`src/rtl/dds_phase_accumulator_if.sv`:
```
`default_nettype none
// ============================================================================
// Module      : dds_phase_accumulator_if
// Description : Control, FTW handshake and ROM-address bundle for the DDS
//               phase accumulator.
//   en          accumulate enable
//   phase_clr   synchronous accumulator clear (priority over en)
//   ftw_in      frequency tuning word, qualified by ftw_valid
//   ftw_valid   ftw_in valid
//   ftw_ready   FTW can be accepted this cycle
//   phase_off   phase offset added to the ROM address
//   raddr       registered ROM read address
//   addr_valid  raddr updated this cycle
//   rom_valid   ROM data output valid (addr_valid delayed one cycle)
//   wrap        one-cycle accumulator carry-out pulse
// Revision    : 1.0 - initial release
// ============================================================================
interface dds_phase_accumulator_if #(
  parameter int ACC_W  = 32,
  parameter int ADDR_W = 12
);
  logic              en;
  logic              phase_clr;
  logic [ACC_W-1:0]  ftw_in;
  logic              ftw_valid;
  logic              ftw_ready;
  logic [ADDR_W-1:0] phase_off;
  logic [ADDR_W-1:0] raddr;
  logic              addr_valid;
  logic              rom_valid;
  logic              wrap;

  modport master (
    output en, phase_clr, ftw_in, ftw_valid, phase_off,
    input  ftw_ready, raddr, addr_valid, rom_valid, wrap
  );

  modport slave (
    input  en, phase_clr, ftw_in, ftw_valid, phase_off,
    output ftw_ready, raddr, addr_valid, rom_valid, wrap
  );
endinterface
`default_nettype wire

```
`src/rtl/dds_phase_accumulator.sv`:
```
`default_nettype none
// ============================================================================
// Module      : dds_phase_accumulator
// Description : DDS phase accumulator front end. Integrates the active FTW on
//               every enabled cycle, adds a phase offset to the top ADDR_W
//               bits and registers the result as the wavetable ROM address.
//               FTW updates arrive over a valid/ready handshake and, with
//               SYNC_UPDATE=1 while running, are held until the next
//               accumulator wrap so the phase stays continuous.
// Ports       : clk   - system clock, rising edge
//               rst_n - asynchronous active-low reset
//               bus   - dds_phase_accumulator_if.slave (control, handshake,
//                       ROM address and strobes)
// Revision    : 1.0 - initial release
// ============================================================================
module dds_phase_accumulator #(
  parameter int ACC_W       = 32,
  parameter int ADDR_W      = 12,
  parameter bit SYNC_UPDATE = 1'b1
) (
  input  logic                         clk,
  input  logic                         rst_n,
  dds_phase_accumulator_if.slave       bus
);

  typedef enum logic [0:0] {
    IDLE = 1'b0,
    RUN  = 1'b1
  } state_t;

  state_t            state, state_nxt;
  logic [ACC_W-1:0]  acc, acc_nxt;
  logic [ACC_W-1:0]  ftw_active, ftw_active_nxt;
  logic [ACC_W-1:0]  ftw_pending, ftw_pending_nxt;
  logic              pend_flag, pend_flag_nxt;
  logic [ADDR_W-1:0] raddr, raddr_nxt;
  logic              addr_valid, addr_valid_nxt;
  logic              rom_valid;
  logic              wrap, wrap_nxt;

  logic [ACC_W:0]    sum;
  logic              carry;
  logic              xfer;
  logic              run;

  // Ready depends only on registered state, never on ftw_valid.
  assign bus.ftw_ready  = ~pend_flag;
  assign bus.raddr      = raddr;
  assign bus.addr_valid = addr_valid;
  assign bus.rom_valid  = rom_valid;
  assign bus.wrap       = wrap;

  always_ff @(posedge clk or negedge rst_n) begin
    if (!rst_n) begin
      state       <= IDLE;
      acc         <= '0;
      ftw_active  <= '0;
      ftw_pending <= '0;
      pend_flag   <= 1'b0;
      raddr       <= '0;
      addr_valid  <= 1'b0;
      rom_valid   <= 1'b0;
      wrap        <= 1'b0;
    end else begin
      state       <= state_nxt;
      acc         <= acc_nxt;
      ftw_active  <= ftw_active_nxt;
      ftw_pending <= ftw_pending_nxt;
      pend_flag   <= pend_flag_nxt;
      raddr       <= raddr_nxt;
      addr_valid  <= addr_valid_nxt;
      // One-cycle delay matches the ROM read latency.
      rom_valid   <= addr_valid;
      wrap        <= wrap_nxt;
    end
  end

  always_comb begin
    state_nxt       = bus.en ? RUN : IDLE;
    // The mode in force for this cycle's update is the one being entered.
    run             = (state_nxt == RUN);
    sum             = {1'b0, acc} + {1'b0, ftw_active};
    carry           = 1'b0;
    acc_nxt         = acc;
    raddr_nxt       = raddr;
    addr_valid_nxt  = 1'b0;
    wrap_nxt        = 1'b0;
    ftw_active_nxt  = ftw_active;
    ftw_pending_nxt = ftw_pending;
    pend_flag_nxt   = pend_flag;
    xfer            = bus.ftw_valid & ~pend_flag;

    if (bus.phase_clr) begin
      acc_nxt        = '0;
      raddr_nxt      = bus.phase_off;
      addr_valid_nxt = bus.en;
    end else if (run) begin
      acc_nxt        = sum[ACC_W-1:0];
      carry          = sum[ACC_W];
      // Address is formed from the new accumulator value so raddr has no
      // extra lag relative to acc.
      raddr_nxt      = sum[ACC_W-1 -: ADDR_W] + bus.phase_off;
      addr_valid_nxt = 1'b1;
      wrap_nxt       = carry;
    end

    // A pending word is applied at a wrap (the wrap sum above still used the
    // old word). If the accumulator cannot wrap (zero step, or stopped) it is
    // applied straight away so the handshake never deadlocks. A transfer in
    // the same cycle cannot collide: ready is low while a word is pending.
    if (pend_flag && (carry || (ftw_active == '0) || (state == IDLE))) begin
      ftw_active_nxt = ftw_pending;
      pend_flag_nxt  = 1'b0;
    end else if (xfer) begin
      if (!SYNC_UPDATE || !run) begin
        ftw_active_nxt = bus.ftw_in;
      end else begin
        ftw_pending_nxt = bus.ftw_in;
        pend_flag_nxt   = 1'b1;
      end
    end
  end

endmodule
`default_nettype wire

```
`src/flat_wrapper.sv`:
```
// flat-port wrapper written by rule: the top's interface ports become plain ports
module dds_phase_accumulator_flat 
#(
  parameter int ACC_W       = 32,
  parameter int ADDR_W      = 12,
  parameter bit SYNC_UPDATE = 1'b1
)
  (clk, rst_n, bus_en, bus_phase_clr, bus_ftw_in, bus_ftw_valid, bus_phase_off, bus_ftw_ready, bus_raddr, bus_addr_valid, bus_rom_valid, bus_wrap);
  dds_phase_accumulator_if #(.ACC_W(ACC_W), .ADDR_W(ADDR_W)) bus_i ();
  input  logic clk;
  input  logic rst_n;
  input wire logic [$bits(bus_i.en)-1:0] bus_en;
  input wire logic [$bits(bus_i.phase_clr)-1:0] bus_phase_clr;
  input wire logic [$bits(bus_i.ftw_in)-1:0] bus_ftw_in;
  input wire logic [$bits(bus_i.ftw_valid)-1:0] bus_ftw_valid;
  input wire logic [$bits(bus_i.phase_off)-1:0] bus_phase_off;
  output wire logic [$bits(bus_i.ftw_ready)-1:0] bus_ftw_ready;
  output wire logic [$bits(bus_i.raddr)-1:0] bus_raddr;
  output wire logic [$bits(bus_i.addr_valid)-1:0] bus_addr_valid;
  output wire logic [$bits(bus_i.rom_valid)-1:0] bus_rom_valid;
  output wire logic [$bits(bus_i.wrap)-1:0] bus_wrap;
  assign bus_i.en = bus_en;
  assign bus_i.phase_clr = bus_phase_clr;
  assign bus_i.ftw_in = bus_ftw_in;
  assign bus_i.ftw_valid = bus_ftw_valid;
  assign bus_i.phase_off = bus_phase_off;
  assign bus_ftw_ready = bus_i.ftw_ready;
  assign bus_raddr = bus_i.raddr;
  assign bus_addr_valid = bus_i.addr_valid;
  assign bus_rom_valid = bus_i.rom_valid;
  assign bus_wrap = bus_i.wrap;
  dds_phase_accumulator #(.ACC_W(ACC_W), .ADDR_W(ADDR_W), .SYNC_UPDATE(SYNC_UPDATE)) u_core (.clk(clk), .rst_n(rst_n), .bus(bus_i));
endmodule
```
`config.mk`:
```
export PLATFORM = sky130hd
export DESIGN_NAME = dds_phase_accumulator_flat
export DESIGN_NICKNAME = d
export VERILOG_FILES = /design/src/rtl/dds_phase_accumulator_if.sv /design/src/rtl/dds_phase_accumulator.sv /design/src/flat_wrapper.sv
export SDC_FILE = /design/constraint.sdc
export NUM_CORES = 1
export LEC_CHECK = 0
export ABC_AREA = 1
export CELL_PAD_IN_SITES_DETAIL_PLACEMENT = 1
export CELL_PAD_IN_SITES_GLOBAL_PLACEMENT = 1
export CORE_ASPECT_RATIO = 2
export CORE_MARGIN = 1.5
export CORE_UTILIZATION = 48
export CTS_CLUSTER_DIAMETER = 50
export DETAILED_ROUTE_END_ITERATION = 10
export PLACE_DENSITY_LB_ADDON = 0.1
export SLEW_MARGIN = 20
export SYNTH_ARGS = -nofsm -noshare
export SYNTH_HDL_FRONTEND = slang
export SYNTH_SLANG_ARGS = --single-unit
export TNS_END_PERCENT = 1
```
`constraint.sdc`:
```
create_clock -name clk -period 5.2 [get_ports clk]
set_clock_uncertainty 0.05 [all_clocks]
set_input_delay 1.56 -clock clk [delete_from_list [all_inputs] [get_ports clk]]
set_output_delay 1.56 -clock clk [all_outputs]
set_load 0.03 [all_outputs]
```
Word level (Yosys, flattened, before mapping)
Index checks and enable logic that the tools add are counted.

Register bits after elaboration: 113. Latch bits: 0. RAM bits: 0. ROM bits: 0. Input bits: 49. Output and inout port bits: 16. Word-level logic and storage cells: 41. Memories kept: 0.

Add/sub/neg operators: 2. $mul: 0. Divide/modulo/power cells: 0. $lt $le $gt $ge: 0. Equal/unequal tests: 1. Shifts and indexed selects: 0. Muxes and demuxes: 15. Bitwise operators: 4. Reduce and logical (&&, ||, !) cells: 10.

Operator list (number): two-way mux 32 bit (5); adder 32 x 32 -> 33 bit (1); zero test 32 bit (1); two-way mux 12 bit (2); adder 12 bit (1); two-way mux 1 bit (8); nonzero test 2 bit (3); AND reduction 2 bit (2); inverter 1 bit (3); AND reduction 3 bit (1); logical OR 1 bit (2); != test 2 bit (second input constant) (1); AND 1 bit (1); logical AND 1 bit (1).

Longest topological paths before layout
Gate-level depths: netlist of run 1.

Word-level depth: 8. Gate-level depth with buffers: 27. Depth with buffers taken out: 27.

Worst setup path after synthesis of run 1
Ideal clock, no wire load.

Path kind: register to register. Start point: register u_core.ftw_active[0]. End point: register u_core.raddr[10], in the netlist u_core.bus.raddr[10]. Library setup time: 0.067 ns. Arrival: 3.224 ns. Data required time: 5.083 ns. Path slack: 1.859 ns. Stages on the path, launching flop included: 25. Path buffers: 0. Period minus slack after synthesis: 3.341 ns. Cells stage by stage: dfrtp_1 -> ha_1 -> inv_1 -> fa_1 -> inv_1 -> nand3_1 -> nand2_2 -> nand3_2 -> nand2_2 -> a21o_1 -> a21oi_1 -> xor2_1 -> inv_1 -> ha_1 -> fa_1 -> nand3_1 -> nand2_1 -> a21oi_1 -> o21ai_0 -> nand2_1 -> nand2_1 -> a21oi_1 -> or2_2 -> nand3_1 -> nand2_1.

Word-level cells in the longest chain between the ends: 4.

RTL lines: from (decl) (line dds_phase_accumulator.sv:33) `logic [ACC_W-1:0] ftw_active, ftw_active_nxt;`; from (signal assigned) (line dds_phase_accumulator.sv:67) `ftw_active <= ftw_active_nxt;`; adder 32 x 32 -> 33 bit (line dds_phase_accumulator.sv:82) `sum = {1'b0, acc} + {1'b0, ftw_active};`; adder 12 bit (line dds_phase_accumulator.sv:102) `raddr_nxt = sum[ACC_W-1 -: ADDR_W] + bus.phase_off;`; two-way mux 12 bit (line dds_phase_accumulator.sv:97) `end else if (run) begin`; two-way mux 12 bit (line dds_phase_accumulator.sv:93) `if (bus.phase_clr) begin`; to (signal assigned) (line dds_phase_accumulator.sv:70) `raddr <= raddr_nxt;`; to (decl) (line dds_phase_accumulator.sv:36) `logic [ADDR_W-1:0] raddr, raddr_nxt;`.

Every way passes these cells. The select of a mux whose other input is x is not followed. A chain may end at the register's enable or synchronous reset.

Final worst setup path of run 1
Start point: register u_core.ftw_active[0]. End point: register u_core.raddr[11], in the netlist u_core.bus.raddr[11].

Same word-level chain as after synthesis.

==> reports/qor.yml, run 1 <==
status: "finished, final reports clean"
post_cts_resized: 0
synth-seq-area-share_pct: 38.7
drc: 0
drtAntennaViolNets: 0
critPathKind: "reg -> reg"
vdd_drop_max_mv: 0.375
switching_share_pct: 49.1
grt_max_degree: 113
slew_headroom_pct: 31.3
fin_crit_sh_pct: 78.1
design_area_sq_mm: 0.00833
period_minus_slack_ps: 4060
die_w_um: 89.8
worstPathRequired_ps: 5410
timing.rr.end: "u_core.bus.raddr[11]$_DFFE_PN0P_"
nets: 1025
die_h_um: 177
synthAdderAreaFrac_pct: 8.16
p_clk_share_pct: 12.9
report.final.setup_viol: 0
hold_viol: 0
io_buffers: 64
async_flop_share_pct: 100
synthToLayoutAreaGrowth_pct: 15.1
synth_top_family_by_area: "simple AND/OR/NAND/NOR gates"
syn_area_sq_mm: 0.00724
die-area_sq_mm: 0.0159
rsz0062_at_grt: "false"
overflow: 0
cts_buffers: 9
crit_start: "u_core.ftw_active[0]$_DFFE_PN0P_"
grt_pass1_wl_um: 37200
drive_gt1_share_pct: 16.3
synth-simple-area-share_pct: 29.5
crit_end: "u_core.bus.raddr[11]$_DFFE_PN0P_"
antenna_found_initial: 0
synth_compound_area_share_pct: 10.5
p_comb_share_pct: 57.7
ys_ff_latch: 112
grt_usage_pct: 30.4
io_pins: 65
drt-initial-drc-count: 181
placementRows: 63
core_area_sq_mm: 0.0148
syn_nets: 968
tightestPinTransition_ps: 1030
internal_power_mw: 2.83
seqPwrFrac_pct: 29.3
p_sw_mw: 2.72
synth_top_area_share_pct: 38.7
antenna_cells: 0
post-route-util_pct: 56.2
ctsHtreeMaxLevel: 3
vias: 6406
start_kind: "flip-flop"
cts.sinks: 112
vias_per_cell: 5.67
syn_inst: 873
place_area_sq_mm: 0.00804
drt_pass1_iterations: 4
r2r-start: "u_core.ftw_active[0]$_DFFE_PN0P_"
postCtsSetupBuffers: 0
clkLatencyLatePin_ps: 360
synth.avg_cell_area_sq_um: 8.29
wire_per_inst_um: 20.2
yosysUniqueCellTypes: 51
end_kind: "flip-flop"
synthFlopType: "dfrtp_1"
r2r.worst_path.cells: 22
hold-worst-slack_ps: 393
final.setup.worst_slack_ps: 1140
synth_area_leaders: "dfrtp_1 39%, nand2_1 12%, ha_1 7.6%"
grt_pass1_vias: 7410
drv_cap: 0
gp_congestion: 0.972
ctsHoldBuffers: 0
synth-edff-count: 0
dp_hpwl_um: 17800
power_density_mw_per_mm2: 666
dpl_worst_slack_ps: 1200
start_util_pct: 48.9
clock_path_buffers: 2
cts_tree: "done"
synth_warnings: 0
clkSlewWorstSetupHoldPaths_ps: 80
synth_xor_area_share_pct: 1.80
hold_class: "reg -> reg"
rrSetupSlack_ps: 1140
routed_wirelength_um: 22800
cts_root_buf: "clkbuf_16"
max_freq_ghz: 0.246
p_leak_nw: 4.12
finalSetupTns_ps: 0
report.final.slew_viol_count: 0
synth_mux_area_share_pct: 4.98
critPathMaxFanout: 4
yosysTopAreaCell: "dfrtp_1"
crit_arrival_ps: 4270
[cells in the final DEF, fill, tap and decap left out, types with 31 or more instances in the layout]
master,count
a21oi_1,41
clkdlybuf4s50_1,63
dfrtp_1,112
ha_1,44
inv_1,74
mux2_2,32
nand2_1,223
nand2_2,39
nand3_1,66
nand3_2,31
nor2_1,49
[cell type report]
type                       count  area (sq um)
fill                        1849          6480
inverter                      80           305
tap                          195           244
clock inverter                 5          65.1
clock buffer                  10           229
timing repair buffer          70           708
sequential                   112          2800
multi-input combinational    657          3980
[cell families after synthesis]
family,Yosys count
muxes,32
AOI/OAI and AO/OA,121
and+or+nand+nor,444
adders and majority gates,46
buffers and inverters,104
DFF,112
xor gates and xnor gates,14
[cell usage after synthesis, types with 4 or more instances]
library cell  instances
dfrtp_1             112
inv_2                 4
o31ai_1               4
a31oi_1               4
a32o_1                5
a21oi_2               6
nand3_2              31
nor4_1                9
mux2_2               32
inv_1                74
ha_1                 44
nor3_1                4
nand3_1              66
a21oi_1              41
clkbuf_1             15
o21ai_0              27
xor2_1               10
a22oi_1               5
and2_1                4
nand2_1             223
or2_2                 7
nand4_1               5
o21bai_1              5
o21ai_1               5
nor2_1               50
nand2_2              39
[worst min path at each step]
stage / startpoint / end / slack, ps / cells past startpoint
final: u_core.bus.addr_valid$_DFF_PN0_ / u_core.bus.rom_valid$_DFF_PN0_ / 390 / 0
after CTS: u_core.bus.addr_valid$_DFF_PN0_ / u_core.bus.rom_valid$_DFF_PN0_ / 400 / 0
after global placement: u_core.bus.addr_valid$_DFF_PN0_ / u_core.bus.rom_valid$_DFF_PN0_ / 360 / 0
after global routing: u_core.bus.addr_valid$_DFF_PN0_ / u_core.bus.rom_valid$_DFF_PN0_ / 420 / 0
after detailed placement: u_core.bus.addr_valid$_DFF_PN0_ / u_core.bus.rom_valid$_DFF_PN0_ / 380 / 0
after floorplan: u_core.acc[30]$_DFFE_PN0P_ / u_core.acc[30]$_DFFE_PN0P_ / 400 / 2
[routing by layer]
metal | global-route usage (%) | up-vias | wire (um)
met5 | 0 | - | 0
met2 | 59.1 | 149 | 12800
li1 | - | 3030 | -
met1 | 29.1 | 3141 | 7820
met3 | 3.61 | 86 | 591
met4 | 21.4 | 0 | 1600
[metrics by stage]
stage / std cells / total power, mW
3_5_place_dp: 1114 / 4.82
3_3_place_gp: 1114 / 4.65
6_report: 1129 / 5.55
2_1_floorplan: 873 / 3.79
4_1_cts: 1129 / 5.58
5_1_grt: 1129 / 5.99
[registers in the layout, summed over array words and instances (netlist names)]
name and cells:
u_core.acc 32, u_core.ftw_active 32, u_core.ftw_pending 32, u_core.bus.raddr 12
u_core.bus.addr_valid 1, u_core.bus.rom_valid 1, u_core.bus.wrap 1, u_core.pend_flag 1
[critical path, cell delays in order (launching register included)]
cell and delay [ps]:
dfrtp_1 410, ha_1 200, inv_1 60, fa_1 420
inv_1 80, nand3_1 80, nand2_2 120, a21oi_2 80
o21ai_2 220, nand4_1 160, nand2_1 180, xor2_1 520
ha_1 390, a21oi_1 160, o21ai_0 150, nand2_1 90
nand3_1 130, inv_1 90, nand3_1 100, nand3_1 100
nand2_1 50, nand3_1 60, nand2_1 50
[power by group through the flow]
| stage | clock (mW) | combinational [mW] | sequential, mW |
|---|---|---|---|
| floorplan | 0 | 2.21 | 1.58 |
| global placement | 0 | 3.05 | 1.59 |
| detailed placement | 0 | 3.19 | 1.63 |
| CTS | 0.729 | 3.23 | 1.62 |
| global route | 0.757 | 3.57 | 1.67 |
| finish | 0.719 | 3.21 | 1.63 |
(Power assumes the default switching activity.)
==> run 2: changes to the inputs <==
- CORE_UTILIZATION: 48 -> 44
- clock period: 5.2 -> 4.1 ns (I/O delays scaled with it)
==> run 2 against run 1 <==
- total power is 29% higher
- non-clock buffer count increased by 6
- final area rose by 1.5%
- global-route usage down 3.0 points
- hold slack got worse by 16 ps
- critical path type unchanged
==> reports/qor.yml, run 2 (synthesis results as in run 1) <==
status: "finished, final reports clean"
drive_gt1_share_pct: 17.5
critical_path.slowest_cell: "xor2_1"
cp.depth: 21
clock_path_buffers: 2
drtAntennaViolNets: 0
grt_pass1_vias: 7073
hold-worst-slack_ps: 377
r2r-start: "u_core.ftw_active[3]$_DFFE_PN0P_"
tightestPinTransition_ps: 1030
cts_buffers: 9
crit_end: "u_core.bus.raddr[10]$_DFFE_PN0P_"
design_area_sq_mm: 0.00846
routed_wirelength_um: 22400
start_util_pct: 44.7
period_minus_slack_ps: 3850
dp_hpwl_um: 17500
fin_crit_sh_pct: 93.9
crit_chain: "ha_1 > nand2_1 > nor2_1 > nand3_1 > nand2_1 > nand2_1 > nand2_2 > inv_2 > o21bai_4 > xor2_1 > ha_1 > a21oi_1 > nand2_1 > a21oi_2 > o21ai_1 > nand2_1 > nand2_1 > a21oi_2 > or2_2 > nand3_1 > nand2_1"
core_area_sq_mm: 0.0162
r2r.worst_path.cells: 21
hold_class: "reg -> reg"
rrSetupSlack_ps: 250
cpMostUsedCell: "nand2_1"
ctsHtreeMaxLevel: 3
finalSetupTns_ps: 0
die_w_um: 93.7
drc: 0
placementRows: 66
cts_tree: "done"
grt_usage_pct: 27.4
drv_cap: 0
place_area_sq_mm: 0.00809
io_buffers: 64
vdd_drop_max_mv: 0.371
overflow: 0
slew_headroom_pct: 31.4
final_common_cell: "nand2_1"
most-common-layout-cells: "223 x nand2_1, 112 x dfrtp_1, 74 x inv_1"
cts_root_buf: "clkbuf_16"
cpPeakStageDelay_ps: 480
report.final.slew_viol_count: 0
cts.sinks: 112
drt-initial-drc-count: 175
crit_arrival_ps: 4110
power_density_mw_per_mm2: 849
gp_congestion: 0.944
die_h_um: 184
p_leak_nw: 4.18
clkSlewWorstSetupHoldPaths_ps: 80
wire_per_inst_um: 19.5
antenna_found_initial: 0
rsz0062_at_grt: "false"
critPathKind: "reg -> reg"
synthToLayoutAreaGrowth_pct: 16.8
ctsHoldBuffers: 0
end_kind: "flip-flop"
critPathMaxFanout: 5
clkLatencyLatePin_ps: 370
worstPathRequired_ps: 4360
reg.largest.list: "u_core.acc (32), u_core.ftw_active (32), u_core.ftw_pending (32)"
crit_family: "simple AND/OR/NAND/NOR gates"
io_pins: 65
report.final.setup_viol: 0
grt_max_degree: 53
vias_per_cell: 5.49
crit_buf_inv: 1
nets: 1031
grt_pass1_wl_um: 35800
antenna_cells: 0
timing.rr.end: "u_core.bus.raddr[10]$_DFFE_PN0P_"
start_kind: "flip-flop"
max_freq_ghz: 0.260
hold_viol: 0
die-area_sq_mm: 0.0173
vias: 6288
drt_pass1_iterations: 6
crit_start: "u_core.ftw_active[3]$_DFFE_PN0P_"
run 2: layer usage:
metal | part of all wire, % | GRT usage, % | up-vias
li1 | - | - | 3042
met1 | 36 | 26.9 | 3079
met2 | 56 | 52.6 | 106
met3 | 1.8 | 3.01 | 61
met4 | 6.6 | 17.3 | 0
met5 | 0 | 0 | -
run 2: worst min-delay path by stage:
| stage | start | to | slack, ps | depth (start not counted) |
|---|---|---|---|---|
| after floorplan | u_core.acc[30]$_DFFE_PN0P_ | u_core.acc[30]$_DFFE_PN0P_ | 400 | 2 |
| after global placement | u_core.bus.addr_valid$_DFF_PN0_ | u_core.bus.rom_valid$_DFF_PN0_ | 360 | 0 |
| after detailed placement | u_core.bus.addr_valid$_DFF_PN0_ | u_core.bus.rom_valid$_DFF_PN0_ | 360 | 0 |
| after CTS | u_core.bus.addr_valid$_DFF_PN0_ | u_core.bus.rom_valid$_DFF_PN0_ | 380 | 0 |
| after global routing | u_core.bus.addr_valid$_DFF_PN0_ | u_core.bus.rom_valid$_DFF_PN0_ | 390 | 0 |
| final | u_core.bus.addr_valid$_DFF_PN0_ | u_core.bus.rom_valid$_DFF_PN0_ | 380 | 0 |
run 2: metrics by stage:
step / utilization [%] / total power, mW / setup WS [ps] / cells
after detailed placement: 50.0 / 6.14 / 103 / 1126
after floorplan: - / 4.81 / 759 / 873
after global routing: 52.2 / 7.75 / 4.69 / 1145
final: 52.2 / 7.18 / 250 / 1145
after global placement: 50.0 / 5.97 / 227 / 1126
after CTS: 52.0 / 7.15 / 36.5 / 1142
run 2: area by class of cell:
class / instances / area, sq um
Clock buffer: 12 / 267
Clock inverter: 4 / 56.3
Fill cell: 1982 / 7730
Inverter: 80 / 305
Multi-Input combinational cell: 657 / 4010
Sequential cell: 112 / 2800
Tap cell: 204 / 255
Timing Repair Buffer: 76 / 766
run 2: power breakdown:
| part | leakage [nW] | internal [mW] | total [mW] | switching [mW] |
|---|---|---|---|---|
| logic | 2.63 | 1.57 | 4.16 | 2.59 |
| clock network | 0.160 | 0.532 | 0.977 | 0.445 |
| registers | 1.39 | 1.61 | 2.04 | 0.430 |
run 2: repair_timing:
item                       4_1_cts  5_1_grt
setup buffers                    0        3
setup endpoints to repair        0        3
gates resized for setup          0        6
==> run 3: changes to the inputs <==
- CORE_MARGIN: 1.5 -> unset
==> run 3 against run 2 <==
- utilization is 0.12 points lower
- non-clock buffer count increased by 3
- die area is 1.6% lower
- clock-buffer cell count decreased by 1
- hold slack worse by 0.71 ps
- critical endpoint unchanged
- highest routed layer unchanged
==> reports/qor.yml, run 3 (synthesis results as in run 1) <==
routed_wirelength_um: 22500
end_kind: "flip-flop"
start_util_pct: 44.7
place_area_sq_mm: 0.00809
antenna_cells: 0
fillers: 1988
drive_gt1_share_pct: 17.6
gp_congestion: 0.897
drt-initial-drc-count: 146
grt_max_degree: 59
die-area_sq_mm: 0.0170
place_inst: 1127
reg.largest.list: "u_core.acc (32), u_core.ftw_active (32), u_core.ftw_pending (32)"
report.final.setup_viol: 0
power_density_mw_per_mm2: 843
wire_per_inst_um: 19.6
cpPeakStageDelay_ps: 430
clkSlewWorstSetupHoldPaths_ps: 80
drc: 0
cts.sinks: 112
cts_tree: "done"
vdd_drop_max_mv: 0.403
grt_usage_pct: 27.9
crit_arrival_ps: 4060
final.setup.worst_slack_ps: 244
hold_viol: 0
worstPathRequired_ps: 4310
die_w_um: 92.7
die_h_um: 183
final_common_cell: "nand2_1"
max_freq_ghz: 0.259
slew_headroom_pct: 31.6
fin_crit_sh_pct: 94.0
period_minus_slack_ps: 3860
placementRows: 66
cpMostUsedCell: "nand2_1"
ctsHtreeMaxLevel: 3
critical_path.slowest_cell: "dfrtp_1"
final-instance-count-excl-fill: 1148
dpl_worst_slack_ps: 125
io_buffers: 64
critPathMaxFanout: 5
critPathKind: "reg -> reg"
clock_path_buffers: 2
synthToLayoutAreaGrowth_pct: 16.6
tightestPinTransition_ps: 1020
dp_hpwl_um: 17800
core_area_sq_mm: 0.0162
design_area_sq_mm: 0.00844
p_leak_nw: 4.18
report.final.slew_viol_count: 0
antenna_found_initial: 0
vias_per_cell: 5.50
cts_root_buf: "clkbuf_16"
drt_pass1_iterations: 4
crit_chain: "ha_1 > a21oi_1 > a21boi_0 > o21ai_2 > nand2_1 > nand2_1 > nand2_1 > nand2_1 > xor2_2 > ha_1 > nand3_1 > nand2_1 > a21oi_2 > o21ai_0 > nand2_1 > nand2_1 > a21oi_2 > or2_2 > nand3_1 > nand2_1"
clkLatencyLatePin_ps: 360
drtAntennaViolNets: 0
status: "finished, final reports clean"
nets: 1034
most-common-layout-cells: "223 x nand2_1, 112 x dfrtp_1, 74 x inv_1"
hold_class: "reg -> reg"
post-route-util_pct: 52.1
drv_cap: 0
vias: 6318
start_kind: "flip-flop"
io_pins: 65
ctsHoldBuffers: 0
grt_pass1_vias: 6987
grt_pass1_wl_um: 35800
overflow: 0
cts_buffers: 9
-- run 3: cell types whose count changed in the layout (fill, tap and decap cells not counted) --
cell       before  now
buf_4          10   13
clkbuf_8        3    1
bufinv_16       1    0
clkbuf_1        0    1
clkinv_4        0    1
inv_8           0    1
o21ai_0        26   27
o21ai_1         6    5
xor2_1          8    9
xor2_2          3    2
-- run 3: critical path: cells and delay by family (launching register included) --
| kind | cells | cell delay [ps] |
|---|---|---|
| fa+ha+maj | 2 | 750 |
| compound gates | 6 | 1150 |
| simple gates | 11 | 1210 |
| xor+xnor | 1 | 170 |
| flops | 1 | 430 |
-- run 3: area by class of cell --
class / instances / area (sq um) / share of cell area [%]
Sequential cell: 112 / 2800 / 33.2
Multi-Input combinational cell: 657 / 4000 / 47.4
Timing Repair Buffer: 79 / 788 / 9.34
Tap cell: 204 / 255 / 3.02
Clock buffer: 11 / 243 / 2.88
Inverter: 80 / 305 / 3.62
Clock inverter: 5 / 46.3 / 0.549
-- run 3: stage by stage --
stage / hold slack [ps] / TNS (ps) / power [mW]
global placement: 364 / 0 / 5.98
global route: 387 / -59.5 / 7.66
finish: 376 / 0 / 7.12
CTS: 381 / 0 / 7.08
floorplan: 403 / 0 / 4.81
detailed placement: 359 / 0 / 6.16
-- run 3: where the power goes --
group	internal, mW	switching [mW]
clock network	0.443	0.450
registers	1.61	0.446
logic	1.60	2.57
-- run 3: timing repair --
action	4_1_cts	5_1_grt
setup endpoints to repair	0	1
buffers inserted	0	5
resized for setup	0	4
-- run 3: worst paths after layout --
check | from | end | slack, ps | cells after the start
max in group asynchronous | rst_n | u_core.ftw_active[8]$_DFFE_PN0P_ | 2530 | 2
worst max-delay path | u_core.ftw_active[9]$_DFFE_PN0P_ | u_core.bus.raddr[10]$_DFFE_PN0P_ | 240 | 20
min in group asynchronous | rst_n | u_core.bus.raddr[5]$_DFFE_PN0P_ | 720 | 1
worst min register to register | u_core.bus.addr_valid$_DFF_PN0_ | u_core.bus.rom_valid$_DFF_PN0_ | 380 | 0
worst max register to register | u_core.ftw_active[9]$_DFFE_PN0P_ | u_core.bus.raddr[10]$_DFFE_PN0P_ | 240 | 20
worst min-delay path | u_core.bus.addr_valid$_DFF_PN0_ | u_core.bus.rom_valid$_DFF_PN0_ | 380 | 0
-- run 3: routing by layer --
layer	vias up	global-route usage [%]	routed length (um)
met5	-	0	0
met3	54	2.65	429
met2	106	54.2	12700
li1	3029	-	-
met1	3129	27.8	8040
met4	0	16.6	1340
